<file path="src/rtl/eth_rx_deframer_pkg.sv">
// Shared constants, state encoding and the dibit-step CRC-32 for the RX deframer.
// Pure declarations; no logic of its own.
package eth_rx_deframer_pkg;

    localparam int ETH_MAC_LEN       = 6;
    localparam int ETH_ETHERTYPE_LEN = 2;
    localparam int ETH_CRC_LEN       = 4;
    localparam int ETH_PREAMBLE_LEN  = 7;

    localparam logic [15:0] ETH_HDR_LEN       = 16'd14;
    localparam logic [15:0] ETH_MIN_RX_BYTES  = 16'd18;
    localparam logic [15:0] ETH_ETYPE_HI_IDX  = 16'd12;
    localparam logic [15:0] ETH_ETYPE_LO_IDX  = 16'd13;
    localparam logic [15:0] ETH_DST_LAST_IDX  = 16'd5;

    localparam logic [31:0] ETH_CRC_INIT    = 32'hFFFF_FFFF;
    localparam logic [31:0] ETH_CRC_POLY    = 32'hEDB8_8320;
    localparam logic [31:0] ETH_CRC_RESIDUE = 32'h2144_DF1C;

    typedef enum logic [1:0] {
        ST_IDLE,
        ST_PREAMBLE,
        ST_BODY,
        ST_DROP
    } rx_state_e;

    // Reflected CRC-32, two bits per call, bit0 of the dibit is the earlier wire bit.
    function automatic logic [31:0] crc32_dibit(input logic [31:0] crc, input logic [1:0] d);
        logic [31:0] c;
        c = crc;
        for (int i = 0; i < 2; i++) begin
            if (c[0] ^ d[i]) c = (c >> 1) ^ ETH_CRC_POLY;
            else             c = c >> 1;
        end
        return c;
    endfunction

endpackage

</file>
<file path="src/rtl/eth_rx_deframer_byte_delay4.sv">
// 4-deep byte delay line; once full, each push pops the byte pushed four pushes earlier.
// Pop is combinational with push; no backpressure.
module eth_rx_deframer_byte_delay4 (
    input  logic       clk,
    input  logic       rst,
    input  logic       clr_i,
    input  logic       push_i,
    input  logic [7:0] dat_i,
    output logic       pop_vld_o,
    output logic [7:0] pop_dat_o
);

    logic [7:0] mem_q [4];
    logic [2:0] cnt_q;

    assign pop_vld_o = push_i && (cnt_q == 3'd4);
    assign pop_dat_o = mem_q[3];

    always_ff @(posedge clk) begin
        if (rst || clr_i) begin
            cnt_q <= 3'd0;
            for (int i = 0; i < 4; i++) mem_q[i] <= 8'h00;
        end else if (push_i) begin
            mem_q[0] <= dat_i;
            for (int i = 1; i < 4; i++) mem_q[i] <= mem_q[i-1];
            if (cnt_q != 3'd4) cnt_q <= cnt_q + 3'd1;
        end
    end

endmodule

</file>
<file path="src/rtl/eth_rx_deframer.sv">
// RMII dibit deframer: strips preamble/header/FCS, emits payload, checks CRC and length.
// outclk 1 cycle after byte k+4 completes, done 1 cycle after inclk falls; no backpressure. Option: ETH_RX_MAC_FILTER_EN.
module eth_rx_deframer
    import eth_rx_deframer_pkg::*;
#(
    parameter int          MAX_FRAME_BYTES = 1522,
    parameter logic [47:0] MAC_ADDR        = 48'h02_00_00_00_00_01
) (
    input  logic        clk,
    input  logic        rst,
    input  logic        inclk,
    input  logic [1:0]  in,
    output logic        outclk,
    output logic [7:0]  out,
    output logic [15:0] ethertype,
    output logic        done,
    output logic        err
);

    localparam logic [15:0] MAX_CNT = 16'(MAX_FRAME_BYTES);

    rx_state_e   state_q, state_d;
    logic [31:0] crc_q, crc_d;
    logic [5:0]  asm_q, asm_d;
    logic [1:0]  phase_q, phase_d;
    logic [15:0] byte_cnt_q, byte_cnt_d;
    logic [15:0] etype_q, etype_d;
    logic        err_pend_q, err_pend_d;
    logic        outclk_q, outclk_d;
    logic [7:0]  out_q, out_d;
    logic        done_q, done_d;
    logic        err_q, err_d;
`ifdef ETH_RX_MAC_FILTER_EN
    logic [39:0] dst_q, dst_d;
`endif

    logic [7:0]  byte_val;
    logic        push;
    logic        clr;
    logic        pop_vld;
    logic [7:0]  pop_dat;

    eth_rx_deframer_byte_delay4 u_delay (
        .clk       (clk),
        .rst       (rst),
        .clr_i     (clr),
        .push_i    (push),
        .dat_i     (byte_val),
        .pop_vld_o (pop_vld),
        .pop_dat_o (pop_dat)
    );

    always_comb begin
        state_d    = state_q;
        crc_d      = crc_q;
        asm_d      = asm_q;
        phase_d    = phase_q;
        byte_cnt_d = byte_cnt_q;
        etype_d    = etype_q;
        err_pend_d = err_pend_q;
        outclk_d   = 1'b0;
        out_d      = out_q;
        done_d     = 1'b0;
        err_d      = 1'b0;
        push       = 1'b0;
        clr        = 1'b0;
`ifdef ETH_RX_MAC_FILTER_EN
        dst_d      = dst_q;
`endif
        byte_val   = {in, asm_q};

        case (state_q)
            ST_IDLE: begin
                err_pend_d = 1'b0;
                if (inclk) state_d = (in == 2'b01) ? ST_PREAMBLE : ST_DROP;
            end
            ST_PREAMBLE: begin
                if (!inclk) begin
                    state_d = ST_IDLE;
                end else if (in == 2'b11) begin
                    state_d    = ST_BODY;
                    crc_d      = ETH_CRC_INIT;
                    asm_d      = 6'd0;
                    phase_d    = 2'd0;
                    byte_cnt_d = 16'd0;
                    clr        = 1'b1;
                end else if (in != 2'b01) begin
                    state_d = ST_DROP;
                end
            end
            ST_BODY: begin
                if (!inclk) begin
                    state_d = ST_IDLE;
                    done_d  = 1'b1;
                    err_d   = (phase_q != 2'd0) || (byte_cnt_q < ETH_MIN_RX_BYTES) ||
                              (~crc_q != ETH_CRC_RESIDUE);
                end else begin
                    crc_d   = crc32_dibit(crc_q, in);
                    asm_d   = byte_val[7:2];
                    phase_d = phase_q + 2'd1;
                    if (phase_q == 2'd3) begin
                        if (byte_cnt_q == MAX_CNT) begin
                            state_d    = ST_DROP;
                            err_pend_d = 1'b1;
                        end else begin
                            byte_cnt_d = byte_cnt_q + 16'd1;
                            if (byte_cnt_q == ETH_ETYPE_HI_IDX) etype_d[15:8] = byte_val;
                            if (byte_cnt_q == ETH_ETYPE_LO_IDX) etype_d[7:0]  = byte_val;
                            if (byte_cnt_q >= ETH_HDR_LEN) push = 1'b1;
`ifdef ETH_RX_MAC_FILTER_EN
                            if (byte_cnt_q < ETH_DST_LAST_IDX) dst_d = {dst_q[31:0], byte_val};
                            if ((byte_cnt_q == ETH_DST_LAST_IDX) &&
                                ({dst_q, byte_val} != MAC_ADDR) &&
                                ({dst_q, byte_val} != 48'hFFFF_FFFF_FFFF)) begin
                                state_d = ST_DROP;
                            end
`endif
                        end
                    end
                end
            end
            ST_DROP: begin
                // Only an overlength frame reports; silent drops just wait out the carrier.
                if (!inclk) begin
                    state_d    = ST_IDLE;
                    done_d     = err_pend_q;
                    err_d      = err_pend_q;
                    err_pend_d = 1'b0;
                end
            end
            default: state_d = ST_IDLE;
        endcase

        if (pop_vld) begin
            outclk_d = 1'b1;
            out_d    = pop_dat;
        end
    end

    always_ff @(posedge clk) begin
        if (rst) begin
            state_q    <= ST_IDLE;
            crc_q      <= ETH_CRC_INIT;
            asm_q      <= 6'd0;
            phase_q    <= 2'd0;
            byte_cnt_q <= 16'd0;
            etype_q    <= 16'd0;
            err_pend_q <= 1'b0;
            outclk_q   <= 1'b0;
            out_q      <= 8'd0;
            done_q     <= 1'b0;
            err_q      <= 1'b0;
`ifdef ETH_RX_MAC_FILTER_EN
            dst_q      <= 40'd0;
`endif
        end else begin
            state_q    <= state_d;
            crc_q      <= crc_d;
            asm_q      <= asm_d;
            phase_q    <= phase_d;
            byte_cnt_q <= byte_cnt_d;
            etype_q    <= etype_d;
            err_pend_q <= err_pend_d;
            outclk_q   <= outclk_d;
            out_q      <= out_d;
            done_q     <= done_d;
            err_q      <= err_d;
`ifdef ETH_RX_MAC_FILTER_EN
            dst_q      <= dst_d;
`endif
        end
    end

    assign outclk    = outclk_q;
    assign out       = out_q;
    assign ethertype = etype_q;
    assign done      = done_q;
    assign err       = err_q;

endmodule

</file>
<file path="config.mk">
export PLATFORM = sky130hd
export DESIGN_NAME = eth_rx_deframer
export DESIGN_NICKNAME = d
export VERILOG_FILES = /design/src/rtl/eth_rx_deframer_pkg.sv /design/src/rtl/eth_rx_deframer_byte_delay4.sv /design/src/rtl/eth_rx_deframer.sv
export SDC_FILE = /design/constraint.sdc
export NUM_CORES = 1
export LEC_CHECK = 0
export ABC_CLOCK_PERIOD_IN_PS = 6600
export CORE_UTILIZATION = 60
export CTS_CLUSTER_DIAMETER = 40
export DETAILED_ROUTE_END_ITERATION = 12
export PLACE_DENSITY = 0.82
export SLEW_MARGIN = 20
export SYNTH_ARGS = -nofsm -noshare
export SYNTH_HDL_FRONTEND = slang
export SYNTH_SLANG_ARGS = --single-unit
</file>
<file path="constraint.sdc">
create_clock -name clk -period 6.6 [get_ports clk]
set_clock_uncertainty 0.05 [all_clocks]
set_input_delay 0.66 -clock clk [delete_from_list [all_inputs] [get_ports clk]]
set_output_delay 0.66 -clock clk [all_outputs]
set_load 0.05 [all_outputs]
</file>
# Word-level counts from Yosys, hierarchy flattened
# Memory sizes are Yosys's and may differ from the RTL's. A register that Yosys moved wholly into a read port is not among the register bits.
# Index checks and enable logic that the tools add are counted.
dict set report word_totals {
  reg_bits 81
  ram_bits 32
  inputBits 5
  out_inout_bits 27
  elab_cells 127
  mem_count 1
}
dict set report classes {
  add_sub_neg 3
  magnitude_cmp 2
  n_eq_ne 24
  mux 60
  bitwise_logic 10
  n_reduce_logical 15
}
# memory depth word_bits read_ports rd_ports_with_merged_regs wr line
set memory_table {}
lappend memory_table {u_delay.mem_q 4 8 4 1 4 eth_rx_deframer_byte_delay4.sv:13} ;# logic [7:0] mem_q [4];
# operator count
set ops {}
lappend ops {{two-way mux 32 bit} 7}
lappend ops {{two-way mux 16 bit} 5}
lappend ops {{case mux 32 bit (2 select lines)} 1}
lappend ops {{== test 16 x 4 -> 1 bit (second input constant)} 2}
lappend ops {{two-way mux 8 bit} 4}
lappend ops {{inequality test 32 x 30 -> 1 bit (second input constant)} 1}
lappend ops {{NOT 32 bit} 1}
lappend ops {{case mux 16 bit (2 select lines)} 1}
lappend ops {{NOT 13 -> 14 bit} 2}
lappend ops {{two-way mux 2 bit} 12}
lappend ops {{two-way mux 1 bit} 21}
lappend ops {{AND reduction 5 bit} 4}
lappend ops {{two-way mux 6 bit} 3}
lappend ops {{adder 16 x 1 -> 16 bit (second input constant)} 1}
lappend ops {{== test 16 x 11 -> 1 bit (second input constant)} 1}
lappend ops {{greater-or-equal comparator 16 x 4 -> 1 bit (second input constant)} 1}
lappend ops {{less-than comparator 16 x 5 -> 1 bit (second input constant)} 1}
lappend ops {{inequality test 2 bit (second input constant)} 8}
lappend ops {{case mux 6 bit (2 select lines)} 1}
lappend ops {{inequality test 3 bit (second input constant)} 3}
lappend ops {{== test 2 bit (second input constant)} 4}
lappend ops {{case mux 2 bit (4 select lines)} 1}
lappend ops {{AND reduction 6 bit} 1}
lappend ops {{== test 2 x 1 -> 1 bit (second input constant)} 2}
lappend ops {{18 further kinds} 26}

# Logic depth before layout (Yosys ltp)
# Gate-level depths: netlist (run 1).
dict set report depth {
  word_depth 10
  mapped_depth 8
  depth_no_buf 7
}

# Hierarchy
# A second synthesis (run 1) with hierarchy kept.
dict set report hier_totals {
  cells_unflattened 531
  hier_area_um2 5383.9
}
# mod instances cells_each area_each_um2 seq_area_each_um2
set by_module_without_submodules {}
lappend by_module_without_submodules {eth_rx_deframer 1 436 3926.3 1721.7}
lappend by_module_without_submodules {eth_rx_deframer_byte_delay4 1 95 1457.6 1021.0}

# Worst setup path before layout (run 1)
# Ideal clock, no wire load.
dict set report synth_timing {
  path_kind {input -> register}
  from {input port inclk}
  to {memory u_delay.mem_q[0][0], enable pin}
  setup_time_ns 0.466
  arrival_time_ns 3.570
  required_time_ns 6.084
  slack_ns 2.514
  cell_stages 3
  n_path_buf 1
  cell_sequence {clkbuf_1 nand3_1 o21ai_0}
}
# item line
set synth_rtl {}
lappend synth_rtl {{from (decl)} eth_rx_deframer.sv:11} ;# input logic inclk,
lappend synth_rtl {{to (decl)} eth_rx_deframer_byte_delay4.sv:13}

# Worst setup path after layout (run 1)
dict set report layout_timing {
  from {input port inclk}
  to {register byte_cnt_q[10]}
}
dict set report layout_via {
  elab_chain_cells 2
  word_cells_on_any_way 3
  cone_classes {eq/ne (2); reduce/logical (1)}
}
# item line
set layout_lines {}
lappend layout_lines {{inequality test 2 bit (no source line)} --}
lappend layout_lines {{AND reduction 6 bit (no source line) *} --}
lappend layout_lines {{to (signal assigned)} eth_rx_deframer.sv:161} ;# byte_cnt_q <= byte_cnt_d;
lappend layout_lines {{to (decl)} eth_rx_deframer.sv:26} ;# logic [15:0] byte_cnt_q, byte_cnt_d;
# Every way passes the cells marked *; elsewhere a longest branch is shown, timed or not.
# A chain may end at the register's enable or synchronous reset.

==> summary.md, run 1 <==
| Metric | Value |
|---|---|
| Mapped Area | around 5400 µm² |
| Setup violations, final | 0 |
| Crit path cell chain | clkdlybuf4s50_1, nand4_1, o21ai_2, buf_4, a31oi_2, or4_1, a21oi_1 |
| Buffers on Ports | 31 |
| H-tree depth | 4 |
| Die height | 96.9 µm |
| Post-DRT Antenna Nets | 0 |
| Final core occ | roughly 73% |
| Crit path max-delay cell type | clkdlybuf4s50_1 |
| CP Launch Type | input pin |
| CTS Buf Count | 17 |
| WL final | about 11000 µm |
| Final Cycle Share | between 40% and 50% |
| Critical path peak fanout | 33 |
| Avg WL per Cell | about 16 µm |
| Synth top area share | between 30% and 40% |
| RSZ-0062 raised after global routing | no |
| Setup TNS | 0 ns |
| CORE AREA | 8720 µm² |
| Flop-to-flop setup slack | 3.77 ns |
| Most instantiated cells after synthesis | dfxtp_1 (89), nand2_1 (65), edfxtp_1 (32), nand2b_1 (28) |
| Dpl ws | 3.09 ns |
| Max_cap viols | 0 |
| Fmax achieved | about 0.35 GHz |
| Register area share after synthesis | around half |
| Clk_lat worst skew | 0.52 ns |
| Full die area | ~9400 µm² |
| # nets final | 580 |
| Critical path type | input pin to flop |
| Async SR Flop Fraction | 0% |
| Routability cong. | just over 0.8 |
| CTS tree | yes |
| Worst-path clk slew | about 0.06 ns |
| Largest net degree at the start of global routing | 54 |
| Peak supply drop | between 0.2 and 0.25 mV |
| Routed vias/inst | 5.96 |
| Fin. max-slew vios | 0 |
| FP Rows | 34 |
| Slew Limit Headroom | 30.8% |
| Worst endpoint data arrival time | around 3.3 ns |
| Main synth FF type | dfxtp_1 |
| Area growth from synthesis to layout | 18.3% |
| Worst slew pin tran | about 1.0 ns |
| Top cell type by total area after synthesis | dfxtp_1 |
| Setup ws final | around 3.7 ns |
| Synth top area cells | dfxtp_1 (33%), edfxtp_1 (18%), mux2i_1 (5.0%) |
| Starting density of the core | between 60% and 70% |
| Leak pwr | approximately 0.0025 µW |
| Fin crit period | between 2 and 3 ns |
| CTS max path bufs | 2 |
| Syn. warnings | 0 |
| Via count | 4071 |
| Flops & latches, synth | 121 |
| DRC | 0 |
| Count leader, synth | dfxtp_1 |
| Hold Vio Cnt, Final | 0 |
| Hold buffers post-CTS | 0 |
| Initial antenna violation count | 0 |
| Synth Instances | 535 |
| Mapped Avg Cell Area | roughly 10 µm² |
| Width of the die | about 97 µm |
| Status | completed |
| Total global-route track usage | approximately a quarter |
| Syn nets | about 550 |
| DR iter-0 viols | about 410 |
| Pre-antenna DRT Iters | 5 |
| Critical Path Max Stage Delay | about 0.71 ns |
| HPWL after DPL | between 6000 and 7000 µm |
| Post-CTS setup buffer count | 0 |
| Synth cell types | 58 |
| Worst Path Required | 7.00 ns |
| Crit path capture type | flop |
| EDFF count, synth | 32 |
| Clk root buf | clkbuf_8 |
| N_diodes | 0 |
| First-pass GRT wire length | roughly 19000 µm |
| I/O pins | 32 |
| Layout cell share with drive strength beyond 1 | 13.2% |
| Worst Hold Class | flop to flop |
| Clk sinks | around 120 |
| Vias in the first global route | 3930 |
| Congestion Overflow GR | 0 |
| PwrDens | around 340 nW/µm² |
| Cts repair resizes | 0 |
-- worst max-delay path, delay by kind of cell --
kind | cells | cell delay (ns)
buffers and inverters | 2 | 1.05
AND/OR/NAND/NOR | 2 | 0.89
AO/OA/AOI/OAI | 3 | 0.66
-- placed cells by master, fill, tap and decap left out, types with 13 or more instances in the layout --
| master | count |
|---|---|
| clkdlybuf4s50_1 | 31 |
| inv_1 | 13 |
| mux2i_1 | 27 |
| dfxtp_1 | 89 |
| nand2b_1 | 28 |
| nor2_1 | 26 |
| clkbuf_16 | 16 |
| nand3_1 | 20 |
| and2_4 | 20 |
| nand2_1 | 65 |
| a21oi_1 | 23 |
| edfxtp_1 | 32 |
| ha_1 | 13 |
-- kinds of logic after synthesis --
| group | Yosys count | share of synthesized area [%] |
|---|---|---|
| mux | 27 | 5.00 |
| xor+xnor | 23 | 4.14 |
| buf+inv | 40 | 3.29 |
| flops | 121 | 50.7 |
| simple gates | 232 | 24.5 |
| compound gates | 79 | 9.35 |
| fa+ha+maj | 13 | 3.01 |
-- through the flow --
stage	hold slack (ns)	power [µW]	cells	instance area, µm²
global route	0.444	2250	683	6400
finish	0.424	2170	683	6400
floorplan	0.401	1120	535	5410
global placement	0.408	1180	651	5760
detailed placement	0.409	1190	651	5760
CTS	0.426	2180	683	6390
-- registers in the layout (all words and copies together), names as in the netlist --
| name | flops |
|---|---|
| u_delay.cnt_q | 3 |
| done | 1 |
| byte_cnt_q | 16 |
| asm_q | 6 |
| crc_q | 32 |
| outclk | 1 |
| phase_q | 2 |
| state_q | 2 |
| ethertype | 16 |
| out | 8 |
| err_pend_q | 1 |
| u_delay.mem_q | 32 |
| err | 1 |
-- per-layer routing --
| metal | part of all wire, % | vias up | global-route usage (%) | wire (µm) |
|---|---|---|---|---|
| met5 | 0 | - | 0 | 0 |
| met4 | 3.7 | 0 | 14.0 | 414 |
| met3 | 5.3 | 45 | 4.99 | 596 |
| met2 | 51 | 149 | 42.8 | 5670 |
| met1 | 40 | 1930 | 29.4 | 4520 |
| li1 | - | 1947 | - | - |
-- final cells by class --
cell class / instances / area [µm²]
Inverter: 13 / 48.8
Multi-Input combinational cell: 374 / 2500
Sequential cell: 121 / 2740
Timing Repair Buffer: 35 / 340
Fill cell: 560 / 2320
Tap cell: 108 / 135
Clock inverter: 15 / 213
Clock buffer: 17 / 414
-- where the power goes --
group | switching (µW) | internal, µW
combinational | 202 | 124
clock | 353 | 621
sequential | 46.5 | 821
-- final timing paths --
kind,cells after the start,endpoint,from
worst max-delay path,7,byte_cnt_q[10],inclk
worst min-delay path,2,out[2],out[2]
worst min register to register,2,out[2],out[2]
worst max register to register,8,byte_cnt_q[10],state_q[0]
Note: power is estimated with default switching activity, not from simulation.
==> run 2: changes to the inputs <==
ABC_CLOCK_PERIOD_IN_PS = 2370   (was 6600)
CORE_UTILIZATION = 53   (was 60)
PLACE_DENSITY = 0.77   (was 0.82)
clock period = 2.37 ns   (was 6.6 ns; I/O delays follow)
==> summary.md, run 2 (synthesized netlist as in run 1, its figures left out) <==
| Metric | Value |
|---|---|
| CTS Buf Count | 17 |
| # nets final | between 600 and 700 |
| Worst-path clk slew | 0.06 ns |
| Post-DP Area | about 6000 µm² |
| Post-CTS setup buffer count | 0 |
| Width of the die | between 100 and 150 µm |
| DRC | 0 |
| Via count | just over 4000 |
| CTS tree | yes |
| Starting density of the core | between 50% and 60% |
| Worst hold slack | 0.424 ns |
| Post-route cell area | around 6700 µm² |
| Hold buffers post-CTS | 0 |
| Total power draw | 6140 µW |
| Buffers on Ports | 31 |
| Pre-antenna DRT Iters | 7 |
| Number of fillers in the final layout | between 700 and 800 |
| I/O pins | 32 |
| Worst endpoint data arrival time | approximately 2.6 ns |
| Critical path peak fanout | 15 |
| Total global-route track usage | between 20% and 30% |
| First-pass GRT wire length | roughly 19000 µm |
| Worst Hold Class | flop to flop |
| Die height | about 100 µm |
| DR iter-0 viols | about 260 |
| Hold Vio Cnt, Final | 0 |
| Setup violations, final | 0 |
| Peak supply drop | 0.734 mV |
| Commonest non-fill, non-tap cells in the layout | dfxtp_1 (89), nand2_1 (65), buf_4 (33), edfxtp_1 (32), clkdlybuf4s50_1 (31) |
| Worst Path Required | 2.71 ns |
| Final core occ | 68.4% |
| Slew Limit Headroom | 35.4% |
| Vias in the first global route | slightly below 4000 |
| Max_cap viols | 0 |
| Cells after DPL | ~700 |
| Area growth from synthesis to layout | 24.2% |
| Avg WL per Cell | ~16 µm |
| Post-DRT Antenna Nets | 0 |
| Clk_lat worst skew | 0.52 ns |
| Routed vias/inst | ~5.6 |
| CTS max path bufs | 2 |
| Crit path capture type | flop |
| Fin. max-slew vios | 0 |
| Worst slew pin tran | roughly 0.97 ns |
| Congestion Overflow GR | 0 |
| Clk root buf | clkbuf_8 |
| Fin crit period | ~2.3 ns |
| Fmax achieved | roughly 0.44 GHz |
| Critical path type | flop to flop |
| PwrDens | approximately 900 nW/µm² |
| Status | completed |
| WL final | roughly 12000 µm |
| Largest regs | crc_q: 32 flops, u_delay.mem_q: 32 flops |
| Most common cell after layout, fill and taps aside | dfxtp_1 |
| CORE AREA | around 9800 µm² |
| Routability cong. | 0.835 |
| H-tree depth | 4 |
| HPWL after DPL | 7360 µm |
| Initial antenna violation count | 0 |
| Full die area | between 10000 and 15000 µm² |
| Largest net degree at the start of global routing | 41 |
| Clk sinks | 121 |
| Non-filler cells in the finished layout | roughly 740 |
| Final Cycle Share | a little over nine tenths |
| FP Rows | 36 |
| Leak pwr | approximately 0.0027 µW |
| CP Launch Type | flop |
| RSZ-0062 raised after global routing | yes |
| N_diodes | 0 |
| Layout cell share with drive strength beyond 1 | between 10% and 20% |
==> run 2: changes by cell type in the layout (fill, tap and decap cells not counted), sizes merged <==
cell      delta
buf         +30
bufinv       -1
clkbuf       +5
nor3         +1
clkinvlp     -2
clkinv       -2
==> run 2: layout make-up <==
| cell class | count | area [µm²] | share of cell area (%) |
|---|---|---|---|
| tap | 133 | 166 | 2.48 |
| sequential | 121 | 2740 | 40.8 |
| clock inverter | 10 | 149 | 2.22 |
| multi-input combinational | 375 | 2540 | 37.8 |
| clock buffer | 22 | 495 | 7.37 |
| inverter | 13 | 48.8 | 0.726 |
| timing repair buffer | 65 | 578 | 8.60 |
==> run 2: where the power goes <==
part / switching [µW] / leakage (µW) / internal (µW) / total [µW]
Sequential: 129 / 0.00105 / 2290 / 2420
Combinational: 559 / 0.00129 / 408 / 967
Clock: 952 / 0.000318 / 1800 / 2760
Total: 1640 / 0.00266 / 4500 / 6140
==> run 2: metal layers <==
layer,up-vias,track usage (%),share of wire (%)
li1,2009,-,-
met1,1968,28.1,42
met2,119,40.8,51
met3,23,5.15,5.0
met4,0,9.64,2.0
met5,-,0,0
==> run 2: stage by stage <==
stage          setup slack (ns)  TNS (ns)
3_5_place_dp             -0.141     -3.33
4_1_cts                 0.00239         0
6_report                 0.0777         0
2_1_floorplan            0.0413         0
5_1_grt                 -0.0484    -0.526
3_3_place_gp            -0.0114   -0.0492
==> run 2: worst paths after layout <==
check / start / endpoint / slack, ns / cells after the start
worst max-delay path: state_q[1] / u_delay.mem_q[1][6] / 0.08 / 6
worst min register to register: out[3] / out[3] / 0.42 / 2
worst min-delay path: out[3] / out[3] / 0.42 / 2
worst max register to register: state_q[1] / u_delay.mem_q[1][6] / 0.08 / 6
==> run 2: timing repair <==
item,4_1_cts,5_1_grt
gates resized for setup,0,4
setup endpoints to repair,2,35
gates cloned,0,1
pin swaps,1,2
==> run 2: critical path, stage by stage (launching register included) <==
cell and delay (ns):
dfxtp_1 0.39, inv_1 0.10, ha_1 0.20, nand4_1 0.20, nand2b_1 0.20, nor3_2 0.76, and2_4 0.26
